`src/rtl/uart_emitter_if.sv`:
```
// Byte-in / serial-out handshake bundle for uart_emitter; the CPU side is master.
// The serial line rides along so a single bus carries everything the console path needs.
interface uart_emitter_if;
    logic [7:0] i_data;
    logic       i_valid;
    logic       o_ready;
    logic       o_uart_tx;

    modport master (output i_data, output i_valid, input o_ready, input o_uart_tx);
    modport slave  (input i_data, input i_valid, output o_ready, output o_uart_tx);
endinterface

```
`src/rtl/uart_emitter.sv`:
```
// 8N1 transmit-only UART; start bit on the accept edge, frame lasts 10*D cycles, all outputs registered.
// o_ready low for the whole frame; requests while busy are dropped, not queued.
module uart_emitter #(
    parameter int clk_freq_hz = 10000000,
    parameter int baud_rate   = 1000000
) (
    input  logic           clk,
    input  logic           resetn,
    uart_emitter_if.slave  bus
);
    localparam int D  = clk_freq_hz / baud_rate;
    localparam int BW = (D > 1) ? $clog2(D) : 1;
    localparam logic [BW-1:0] BAUD_MAX = BW'(D - 1);

    generate
        if (D < 2) begin : g_bad_divisor
            $error("uart_emitter: clk_freq_hz / baud_rate must be at least 2");
        end
    endgenerate

    typedef enum logic {
        IDLE,
        SEND
    } state_t;

    state_t        state_q, state_d;
    logic [BW-1:0] baud_q, baud_d;
    logic [3:0]    bit_q, bit_d;
    logic [7:0]    shift_q, shift_d;
    logic          tx_q, tx_d;
    logic          rdy_q, rdy_d;

    always_ff @(posedge clk or negedge resetn) begin
        if (!resetn) begin
            state_q <= IDLE;
            baud_q  <= '0;
            bit_q   <= '0;
            shift_q <= '0;
            tx_q    <= 1'b1;
            rdy_q   <= 1'b1;
        end else begin
            state_q <= state_d;
            baud_q  <= baud_d;
            bit_q   <= bit_d;
            shift_q <= shift_d;
            tx_q    <= tx_d;
            rdy_q   <= rdy_d;
        end
    end

    // bit_q is the frame index currently on the line: 0 start, 1..8 data, 9 stop
    always_comb begin
        state_d = state_q;
        baud_d  = baud_q;
        bit_d   = bit_q;
        shift_d = shift_q;
        tx_d    = tx_q;
        rdy_d   = rdy_q;
        case (state_q)
            IDLE: begin
                if (bus.i_valid && rdy_q) begin
                    shift_d = bus.i_data;
                    state_d = SEND;
                    rdy_d   = 1'b0;
                    tx_d    = 1'b0;
                    baud_d  = '0;
                    bit_d   = '0;
                end
            end
            SEND: begin
                if (baud_q == BAUD_MAX) begin
                    baud_d = '0;
                    if (bit_q == 4'd9) begin
                        state_d = IDLE;
                        rdy_d   = 1'b1;
                        tx_d    = 1'b1;
                        bit_d   = '0;
                    end else begin
                        bit_d = bit_q + 4'd1;
                        if (bit_q == 4'd8) begin
                            tx_d = 1'b1;
                        end else begin
                            tx_d    = shift_q[0];
                            shift_d = {1'b0, shift_q[7:1]};
                        end
                    end
                end else begin
                    baud_d = baud_q + BW'(1);
                end
            end
            default: state_d = IDLE;
        endcase
    end

    assign bus.o_ready   = rdy_q;
    assign bus.o_uart_tx = tx_q;

endmodule

```
`src/flat_wrapper.sv`:
```
// flat-port wrapper written by rule: the top's interface ports become plain ports
module uart_emitter_flat 
#(
    parameter int clk_freq_hz = 10000000,
    parameter int baud_rate   = 1000000
)
  (clk, resetn, bus_i_data, bus_i_valid, bus_o_ready, bus_o_uart_tx);
  uart_emitter_if bus_i ();
  input  logic clk;
  input  logic resetn;
  input wire logic [$bits(bus_i.i_data)-1:0] bus_i_data;
  input wire logic [$bits(bus_i.i_valid)-1:0] bus_i_valid;
  output wire logic [$bits(bus_i.o_ready)-1:0] bus_o_ready;
  output wire logic [$bits(bus_i.o_uart_tx)-1:0] bus_o_uart_tx;
  assign bus_i.i_data = bus_i_data;
  assign bus_i.i_valid = bus_i_valid;
  assign bus_o_ready = bus_i.o_ready;
  assign bus_o_uart_tx = bus_i.o_uart_tx;
  uart_emitter #(.clk_freq_hz(clk_freq_hz), .baud_rate(baud_rate)) u_core (.clk(clk), .resetn(resetn), .bus(bus_i));
endmodule
```
`config.mk`:
```
export PLATFORM = sky130hd
export DESIGN_NAME = uart_emitter_flat
export DESIGN_NICKNAME = d
export VERILOG_FILES = /design/src/rtl/uart_emitter_if.sv /design/src/rtl/uart_emitter.sv /design/src/flat_wrapper.sv
export SDC_FILE = /design/constraint.sdc
export NUM_CORES = 1
export LEC_CHECK = 0
export CORE_MARGIN = 2
export CORE_UTILIZATION = 35
export CTS_CLUSTER_SIZE = 14
export DETAILED_ROUTE_END_ITERATION = 8
export GPL_ROUTABILITY_DRIVEN = 0
export PLACE_DENSITY_LB_ADDON = 0.1
export SYNTH_ARGS = -nofsm -noshare
export SYNTH_HDL_FRONTEND = slang
export SYNTH_SLANG_ARGS = --single-unit
```
`constraint.sdc`:
```
create_clock -name clk -period 4 [get_ports clk]
set_clock_uncertainty 0.05 [all_clocks]
set_input_delay 0.8 -clock clk [delete_from_list [all_inputs] [get_ports clk]]
set_output_delay 0.8 -clock clk [all_outputs]
set_load 0.005 [all_outputs]
```
==> flow_summary.yaml, run 1 <==
floorplan:
  io_pins: 13
  die-area_um2: 3234
  die_x_um: 56.87
  start_util: 0.3610
  core-area_um2: 2710
  die_height_um: 56.87
  num_rows: 19
timing:
  fin_tns_setup_ns: 0
  max_freq_ghz: 0.4478
  finalHoldViolCount: 0
  max_slew.worst_pin.slew_ns: 0.8707
  slew_headroom: 0.4177
  setup_viol: 0
  fin_ws_ns: 1.767
  maxSlewViolCount: 0
  period_minus_slack_ns: 2.233
  period_share: 0.5582
  rsz0062_at_grt: "false"
finish:
  antennaDiodeCount: 0
  utilization: 0.4234
  drive_gt1_frac: 0.08036
  multiInputGateArea_um2: 450.4
  n_fill_cell: 295
  num-nets-final: 129
  synthToLayoutAreaGrowth_pct: 17.26
  seqCellArea_um2: 478.0
grt:
  antenna_found_initial: 0
  grt_usage: 0.1269
  overflow: 0
  grt_max_degree: 20
  grt_pass1_vias: 680
  grt_pass1_wl_um: 3125
clock_tree:
  clock_sinks: 19
  clk_pin_slew_ns: 0.10
  clk_root_buffer_cell: "clkbuf_4"
  ctsResizeCount: 0
  max-clock-path-buffers: 2
  clk_latency_ns: 0.29
  cts_tree: "built"
  cts_setup_buffers: 0
  numCtsBuffers: 3
  h-tree-depth: 1
  cts_hold_buf: 0
place:
  pre_cts_ws_ns: 1.769
  hpwl_um: 1383
  placement.io_buffers: 12
critical_path:
  startpoint_type: "register"
  crit_family: "flip-flops"
  worstSetupPathType: "register to output pin"
  critPathMaxStageDelay_ns: 0.59
  cp.arrival_ns: 1.38
  critPathSlowestCell: "dfstp_2"
  worst-path-buf-inv: 1
  critPathCaptureType: "output pin"
  worstPathCellList: "clkdlybuf4s50_1"
  crit_required_ns: 3.15
  crit_path_max_fanout: 4
drt:
  wl_per_cell_um: 12.91
  route.detailed.drc: 0
  vias_per_cell: 5.091
  drtPass1Iterations: 4
  wl_um: 1846
  via_count: 728
  drtIter0Drc: 11
  ant_nets: 0
pwr:
  power_density_nw_per_um2: 665.8
  pwr-share-seq: 0.498
  p_sw_uw: 289.1
  p_leak_uw: 0.0004990
  p_comb_frac: 0.375
  ir_drop_uv: 312.2
  power.internal_uw: 474.8
  switching_share: 0.3784
  clkPwrFrac: 0.127
yosys:
  synth_top_area_frac: 0.4348
  netlist_area_um2: 978.4
  syn_avg_cell_area_um2: 9.984
  synth_nets: 114
  synth_warnings: 0
  netlist_instances: 98
  synth_seq_cells: 19
  synth_cell_types: 28
  synth_seq_area_share: 0.4885
  synth_area_leaders: "dfrtp_1 43%, nor2_1 6.5%, ha_1 6.4%, dfstp_2 5.4%, o22ai_1 4.5%"
  yosysTopAreaCell: "dfrtp_1"
run_status:
  status: "finished, final reports clean"
hold_path:
  hp-class: "register to register"
run:
  max_cap_violations: 0
[power groups by stage]
stage	logic (uW)	registers, uW	clock network [uW]
3_3_place_gp	286	383	0
4_1_cts	292	382	100
6_report	286	381	97.0
2_1_floorplan	239	352	0
3_5_place_dp	291	386	0
5_1_grt	331	397	109
[metrics by stage]
step | std cells | hold WS, ns | total power (uW) | instance area [um2]
6_report | 143 | 0.4757 | 763.9 | 1147
3_5_place_dp | 139 | 0.4616 | 676.9 | 1121
5_1_grt | 143 | 0.5055 | 836.9 | 1147
4_1_cts | 143 | 0.4831 | 774.3 | 1147
3_3_place_gp | 139 | 0.4468 | 668.9 | 1121
2_1_floorplan | 98 | 0.4226 | 590.5 | 978.4
[cell type report]
class,count,share of cell area
Sequential cell,19,0.4166
Tap cell,31,0.03381
Timing Repair Buffer,12,0.1047
Clock buffer,4,0.02290
Inverter,9,0.02944
Multi-Input combinational cell,68,0.3926
[registers in the layout (all words and copies together), names as in the netlist]
name	flops
u_core.bus.o_uart_tx	1
u_core.bit_q	4
u_core.baud_q	4
u_core.bus.o_ready	1
u_core.shift_q	8
u_core.state_q	1
[cells in the final DEF, fill, tap and decap left out, types with 2 or more instances in the layout]
cell type	Yosys	routed
nor2_1	17	17
dfrtp_1	17	17
clkdlybuf4s50_1	0	12
inv_1	9	9
o21ai_0	8	8
o22ai_1	7	7
a21oi_1	6	6
ha_1	5	5
nand2_1	4	4
nand3_1	4	4
clkbuf_4	0	3
a31oi_1	2	2
dfstp_2	2	2
[cells by family (layout without fill, tap and decap cells)]
logic type,Yosys count,count (layout),synth area share
AOI/OAI and AO/OA,29,29,0.1982
adders and majority gates,5,5,0.06394
buffers and inverters,11,25,0.05114
DFF,19,19,0.4885
muxes,1,1,0.01151
and+or+nand+nor,33,33,0.1867
[synth_stat cells]
| master | n |
|---|---|
| nand3b_4 | 1 |
| buf_2 | 1 |
| dfstp_2 | 2 |
| inv_1 | 9 |
| a31oi_1 | 2 |
| nand3_1 | 4 |
| o22a_1 | 1 |
| nand3b_1 | 1 |
| a21o_1 | 1 |
| mux2_2 | 1 |
| o31ai_1 | 1 |
| nor2_1 | 17 |
| a21oi_1 | 6 |
| o22ai_1 | 7 |
| nand2_1 | 4 |
| and2_1 | 1 |
| or3_1 | 1 |
| dfrtp_1 | 17 |
| buf_6 | 1 |
| a22o_1 | 1 |
| nand2b_1 | 1 |
| or2_1 | 1 |
| a32oi_4 | 1 |
| o21ai_0 | 8 |
| ha_1 | 5 |
| and2b_1 | 1 |
| nand4b_4 | 1 |
| o211ai_1 | 1 |
[layer usage]
| metal | share of wire | GRT usage | vias to the layer above | routed length (um) |
|---|---|---|---|---|
| met5 | 0 | 0 | - | 0 |
| li1 | - | - | 371 | - |
| met1 | 0.48 | 0.1642 | 339 | 884 |
| met4 | 0.014 | 0.05980 | 0 | 26 |
| met3 | 0.047 | 0.02765 | 4 | 86 |
| met2 | 0.46 | 0.2010 | 14 | 849 |
[final timing paths]
path / slack, ns / depth (start not counted) / from / to
max: 1.77 / 1 / u_core.bus.o_ready$_DFFE_PN1P_ / bus_o_ready
min: 0.48 / 1 / u_core.bit_q[2]$_DFFE_PN0P_ / u_core.bit_q[2]$_DFFE_PN0P_
max reg2reg: 2.33 / 5 / u_core.bit_q[1]$_DFFE_PN0P_ / u_core.shift_q[7]$_DFFE_PN0P_
min reg2reg: 0.48 / 1 / u_core.bit_q[2]$_DFFE_PN0P_ / u_core.bit_q[2]$_DFFE_PN0P_
max in group asynchronous: 2.42 / 1 / resetn / u_core.state_q$_DFF_PN0_
min in group asynchronous: 0.94 / 1 / resetn / u_core.baud_q[2]$_DFFE_PN0P_
Power figures use the tool's default switching activity.
==> inputs of run 2 (changes only) <==
==> constraint.sdc (replaced) <==
create_clock -name clk -period 2.3 [get_ports clk]
set_clock_uncertainty 0.05 [all_clocks]
set_input_delay 0.46 -clock clk [delete_from_list [all_inputs] [get_ports clk]]
set_output_delay 0.46 -clock clk [all_outputs]
set_load 0.005 [all_outputs]
==> run 2 against run 1 <==
Compared with the run above:
- wire length is 0.22% lower
- hold slack worse by 0.046 ns
- die area stayed put
- first-iteration DRC count is 64% higher
- largest cell class unchanged
==> flow_summary.yaml, run 2 (same netlist as run 1, synthesis figures left out) <==
run_status:
  status: "finished, final reports clean"
drt:
  via_count: 731
  wl_per_cell_um: 12.79
  wl_um: 1842
  vias_per_cell: 5.076
  ant_nets: 0
  route.detailed.drc: 0
  drtIter0Drc: 18
  drtPass1Iterations: 4
grt:
  overflow: 0
  grt_pass1_vias: 715
  antenna_found_initial: 0
  grt_usage: 0.1303
  grt_max_degree: 20
  grt_pass1_wl_um: 3243
finish:
  antennaDiodeCount: 0
  largestRegisters: "u_core.shift_q (8), u_core.baud_q (4), u_core.bit_q (4)"
  seqCellArea_um2: 478.0
  largest_register: "u_core.shift_q"
  utilization: 0.4261
  final_cell_mix: "17 x nor2_1, 17 x dfrtp_1, 12 x clkdlybuf4s50_1"
  multiInputGateArea_um2: 450.4
  n_fill_cell: 287
  fin_area_um2: 1155
  num-nets-final: 130
  synthToLayoutAreaGrowth_pct: 18.03
  largest_reg_flops: 8
  drive_gt1_frac: 0.08850
floorplan:
  io_pins: 13
  num_rows: 19
  core-area_um2: 2710
  die-area_um2: 3234
  start_util: 0.3610
  die_x_um: 56.87
  die_height_um: 56.87
clock_tree:
  cts_tree: "built"
  numCtsBuffers: 3
  ctsResizeCount: 0
  clk_pin_slew_ns: 0.11
  h-tree-depth: 1
  cts_setup_buffers: 0
  cts_hold_buf: 0
  clock_sinks: 19
  clk_root_buffer_cell: "clkbuf_4"
  clk_latency_ns: 0.29
  max-clock-path-buffers: 2
critical_path:
  r2r_start: "u_core.bit_q[0]$_DFFE_PN0P_"
  r2r_cells: 5
  r2r_end: "u_core.shift_q[7]$_DFFE_PN0P_"
  ff2ff_setup_slack_ns: 0.65
  startpoint_type: "register"
  crit_family: "flip-flops"
  startpoint: "u_core.bus.o_ready$_DFFE_PN1P_"
  cp.arrival_ns: 1.38
  crit_required_ns: 1.79
  crit_path_max_fanout: 4
  worstSetupPathType: "register to output pin"
  critPathSlowestCell: "dfstp_2"
  worst-path-buf-inv: 1
  critPathMaxStageDelay_ns: 0.59
  critPathCaptureType: "output pin"
  worstPathCellList: "clkdlybuf4s50_1"
timing:
  period_share: 0.8223
  rsz0062_at_grt: "false"
  finalHoldViolCount: 0
  setup_viol: 0
  maxSlewViolCount: 0
  period_minus_slack_ns: 1.891
  max_freq_ghz: 0.5287
  max_slew.worst_pin.slew_ns: 0.4351
  fin_tns_setup_ns: 0
  slew_headroom: 0.7099
place:
  placed_area_um2: 1129
  hpwl_um: 1324
  placement.io_buffers: 12
hold_path:
  hp-class: "primary input to asynchronous set/reset pin"
pwr:
  p_leak_uw: 0.0005038
  power_density_nw_per_um2: 1153
  power.internal_uw: 829.5
  ir_drop_uv: 505.8
  pwr-share-seq: 0.492
  p_comb_frac: 0.379
  switching_share: 0.3772
  clkPwrFrac: 0.128
  p_sw_uw: 502.3
run:
  max_cap_violations: 0
## run 2: layout make-up
type,count,area share
Clock buffer,4,0.02275
Inverter,9,0.02925
Multi-Input combinational cell,68,0.3900
Sequential cell,19,0.4139
Tap cell,31,0.03359
Timing Repair Buffer,13,0.1105
## run 2: power groups by stage
stage                     sequential (uW)  clock [uW]  combinational [uW]
after floorplan                       612           0                 415
after global placement                664           0                 500
after detailed placement              667           0                 506
after CTS                             658         184                 517
after global routing                  687         201                 580
final                                 656         171                 505
## run 2: metal layers
| metal | vias to the layer above | GRT usage | part of all wire |
|---|---|---|---|
| li1 | 372 | - | - |
| met1 | 345 | 0.1732 | 0.47 |
| met2 | 12 | 0.2060 | 0.49 |
| met3 | 2 | 0.02304 | 0.038 |
| met4 | 0 | 0.05980 | 0.0087 |
| met5 | - | 0 | 0 |
## run 2: how the worst max path moves through the flow
stage	depth (start not counted)	to
detailed placement	4	u_core.bit_q[0]$_DFFE_PN0P_
floorplan	5	u_core.shift_q[7]$_DFFE_PN0P_
global route	1	bus_o_ready
global placement	4	u_core.bit_q[0]$_DFFE_PN0P_
CTS	1	bus_o_ready
finish	1	bus_o_ready
## run 2: stage by stage
| stage | total power [uW] | hold slack, ns | setup WS (ns) | instances |
|---|---|---|---|---|
| 4_1_cts | 1359 | 0.4310 | 0.3893 | 144 |
| 2_1_floorplan | 1027 | 0.1144 | 0.7983 | 98 |
| 3_3_place_gp | 1164 | 0.4440 | 0.4478 | 140 |
| 3_5_place_dp | 1174 | 0.4558 | 0.4227 | 140 |
| 6_report | 1332 | 0.4293 | 0.4087 | 144 |
| 5_1_grt | 1468 | 0.4245 | 0.3597 | 144 |
==> inputs of run 3 (changes only) <==
==> constraint.sdc (replaced) <==
create_clock -name clk -period 1.63 [get_ports clk]
set_clock_uncertainty 0.05 [all_clocks]
set_input_delay 0.326 -clock clk [delete_from_list [all_inputs] [get_ports clk]]
set_output_delay 0.326 -clock clk [all_outputs]
set_load 0.005 [all_outputs]
==> run 3 against run 2 <==
Compared with the run above:
- utilization rose by 3.0 points
- hold slack got worse by 0.13 ns
- design area rose by 7.0%
- largest cell class unchanged
==> flow_summary.yaml, run 3 (same netlist as run 1, synthesis figures left out) <==
critical_path:
  critPathSlowestCell: "dfrtp_1"
  worstPathCellList: "inv_1, ha_1, or2_1, a21o_2, o22ai_1, nor2_1"
  crit_path_max_fanout: 7
  r2r_start: "u_core.bit_q[0]$_DFFE_PN0P_"
  worstSetupPathType: "register to register"
  crit_required_ns: 1.78
  worst-path-buf-inv: 1
  critPathCaptureType: "register"
  r2r_cells: 6
  crit_family: "compound AO/OA/AOI/OAI gates"
  cp.arrival_ns: 1.71
  startpoint_type: "register"
  r2r_end: "u_core.shift_q[6]$_DFFE_PN0P_"
  ff2ff_setup_slack_ns: 0.06
  critPathMaxStageDelay_ns: 0.38
clock_tree:
  clk_pin_slew_ns: 0.11
  clk_root_buffer_cell: "clkbuf_4"
  cts_tree: "built"
  clock_sinks: 19
  max-clock-path-buffers: 2
  h-tree-depth: 1
  numCtsBuffers: 3
  clk_latency_ns: 0.29
timing:
  fin_tns_setup_ns: 0
  max_slew.worst_pin.slew_ns: 0.3530
  rsz0062_at_grt: "true"
  whs_ns: 0.3031
  period_share: 0.9601
  setup_viol: 0
  max_freq_ghz: 0.6390
  finalHoldViolCount: 0
  maxSlewViolCount: 0
  period_minus_slack_ns: 1.565
  slew_headroom: 0.7647
grt:
  met1_usage: 0.1659
  use_met2: 0.2326
  grt_pass1_vias: 787
  grt_pass1_wl_um: 3401
  overflow: 0
  use_met3: 0.02765
  grt_max_degree: 20
  antenna_found_initial: 0
  top_usage_layer: "met2"
  grt_usage: 0.1366
finish:
  num-nets-final: 140
  largestRegisters: "u_core.shift_q (8), u_core.baud_q (4), u_core.bit_q (4)"
  largest_reg_flops: 8
  final_cell_mix: "17 x nor2_1, 17 x dfrtp_1, 11 x buf_4"
  largest_register: "u_core.shift_q"
  utilization: 0.4561
  antennaDiodeCount: 0
  synthToLayoutAreaGrowth_pct: 26.34
  final_cells: 154
  drive_gt1_frac: 0.1951
pwr:
  ir_drop_uv: 721.5
  power.total_uw: 1991
  power_density_nw_per_um2: 1611
  p_leak_uw: 0.0005568
floorplan:
  io_pins: 13
  die_x_um: 56.87
  die_height_um: 56.87
  die-area_um2: 3234
  core-area_um2: 2710
  num_rows: 19
  start_util: 0.3610
drt:
  drtIter0Drc: 22
  drtPass1Iterations: 4
  route.detailed.drc: 0
  wl_per_cell_um: 12.92
  wl_um: 1989
  via_count: 786
  ant_nets: 0
  vias_per_cell: 5.104
run:
  max_cap_violations: 0
place:
  hpwl_um: 1435
  dp_cells: 147
  placement.io_buffers: 12
run_status:
  status: "finished, final reports clean"
hold_path:
  hp-class: "primary input to asynchronous set/reset pin"
## run 3: repair_timing
action | 4_1_cts | 5_1_grt
gates resized for setup | 2 | 3
buffers inserted | 1 | 2
pin swaps | 0 | 1
hold buffers | 0 | 0
setup endpoints to repair | 2 | 8
## run 3: cell type report
class	count	area, um2
Clock buffer	3	22.52
Inverter	9	33.78
Tap cell	31	38.79
Multi-Input combinational cell	68	457.9
Clock inverter	1	5.005
Sequential cell	19	478.0
Fill cell	278	1474
Timing Repair Buffer	23	200.2
## run 3: per-layer routing
layer / share of wire / up-vias
li1: - / 394
met1: 0.48 / 376
met2: 0.48 / 14
met3: 0.033 / 2
met4: 0.0080 / 0
met5: 0 / -
## run 3: worst max path at each step
stage	from	slack (ns)	cells past startpoint	to
floorplan	u_core.bit_q[1]$_DFFE_PN0P_	0.13	5	u_core.shift_q[7]$_DFFE_PN0P_
global placement	bus_i_valid	0.001	4	u_core.bit_q[0]$_DFFE_PN0P_
detailed placement	bus_i_valid	-0.03	4	u_core.bit_q[0]$_DFFE_PN0P_
CTS	u_core.bit_q[0]$_DFFE_PN0P_	0.01	5	u_core.shift_q[7]$_DFFE_PN0P_
global route	u_core.bit_q[0]$_DFFE_PN0P_	-0.003	6	u_core.shift_q[4]$_DFFE_PN0P_
finish	u_core.bit_q[0]$_DFFE_PN0P_	0.06	6	u_core.shift_q[6]$_DFFE_PN0P_
## run 3: per-stage QoR
step	instance area (um2)	worst slack [ns]
global placement	1181	0.001371
floorplan	978.4	0.1283
CTS	1214	0.01145
finish	1236	0.06500
global route	1236	-0.003002
detailed placement	1181	-0.03042
## run 3: power breakdown
part	leakage, uW	switching, uW	internal [uW]
clock network	0.0000177	146	91.2
logic	0.000317	414	442
registers	0.000222	186	712
total	0.000557	746	1240
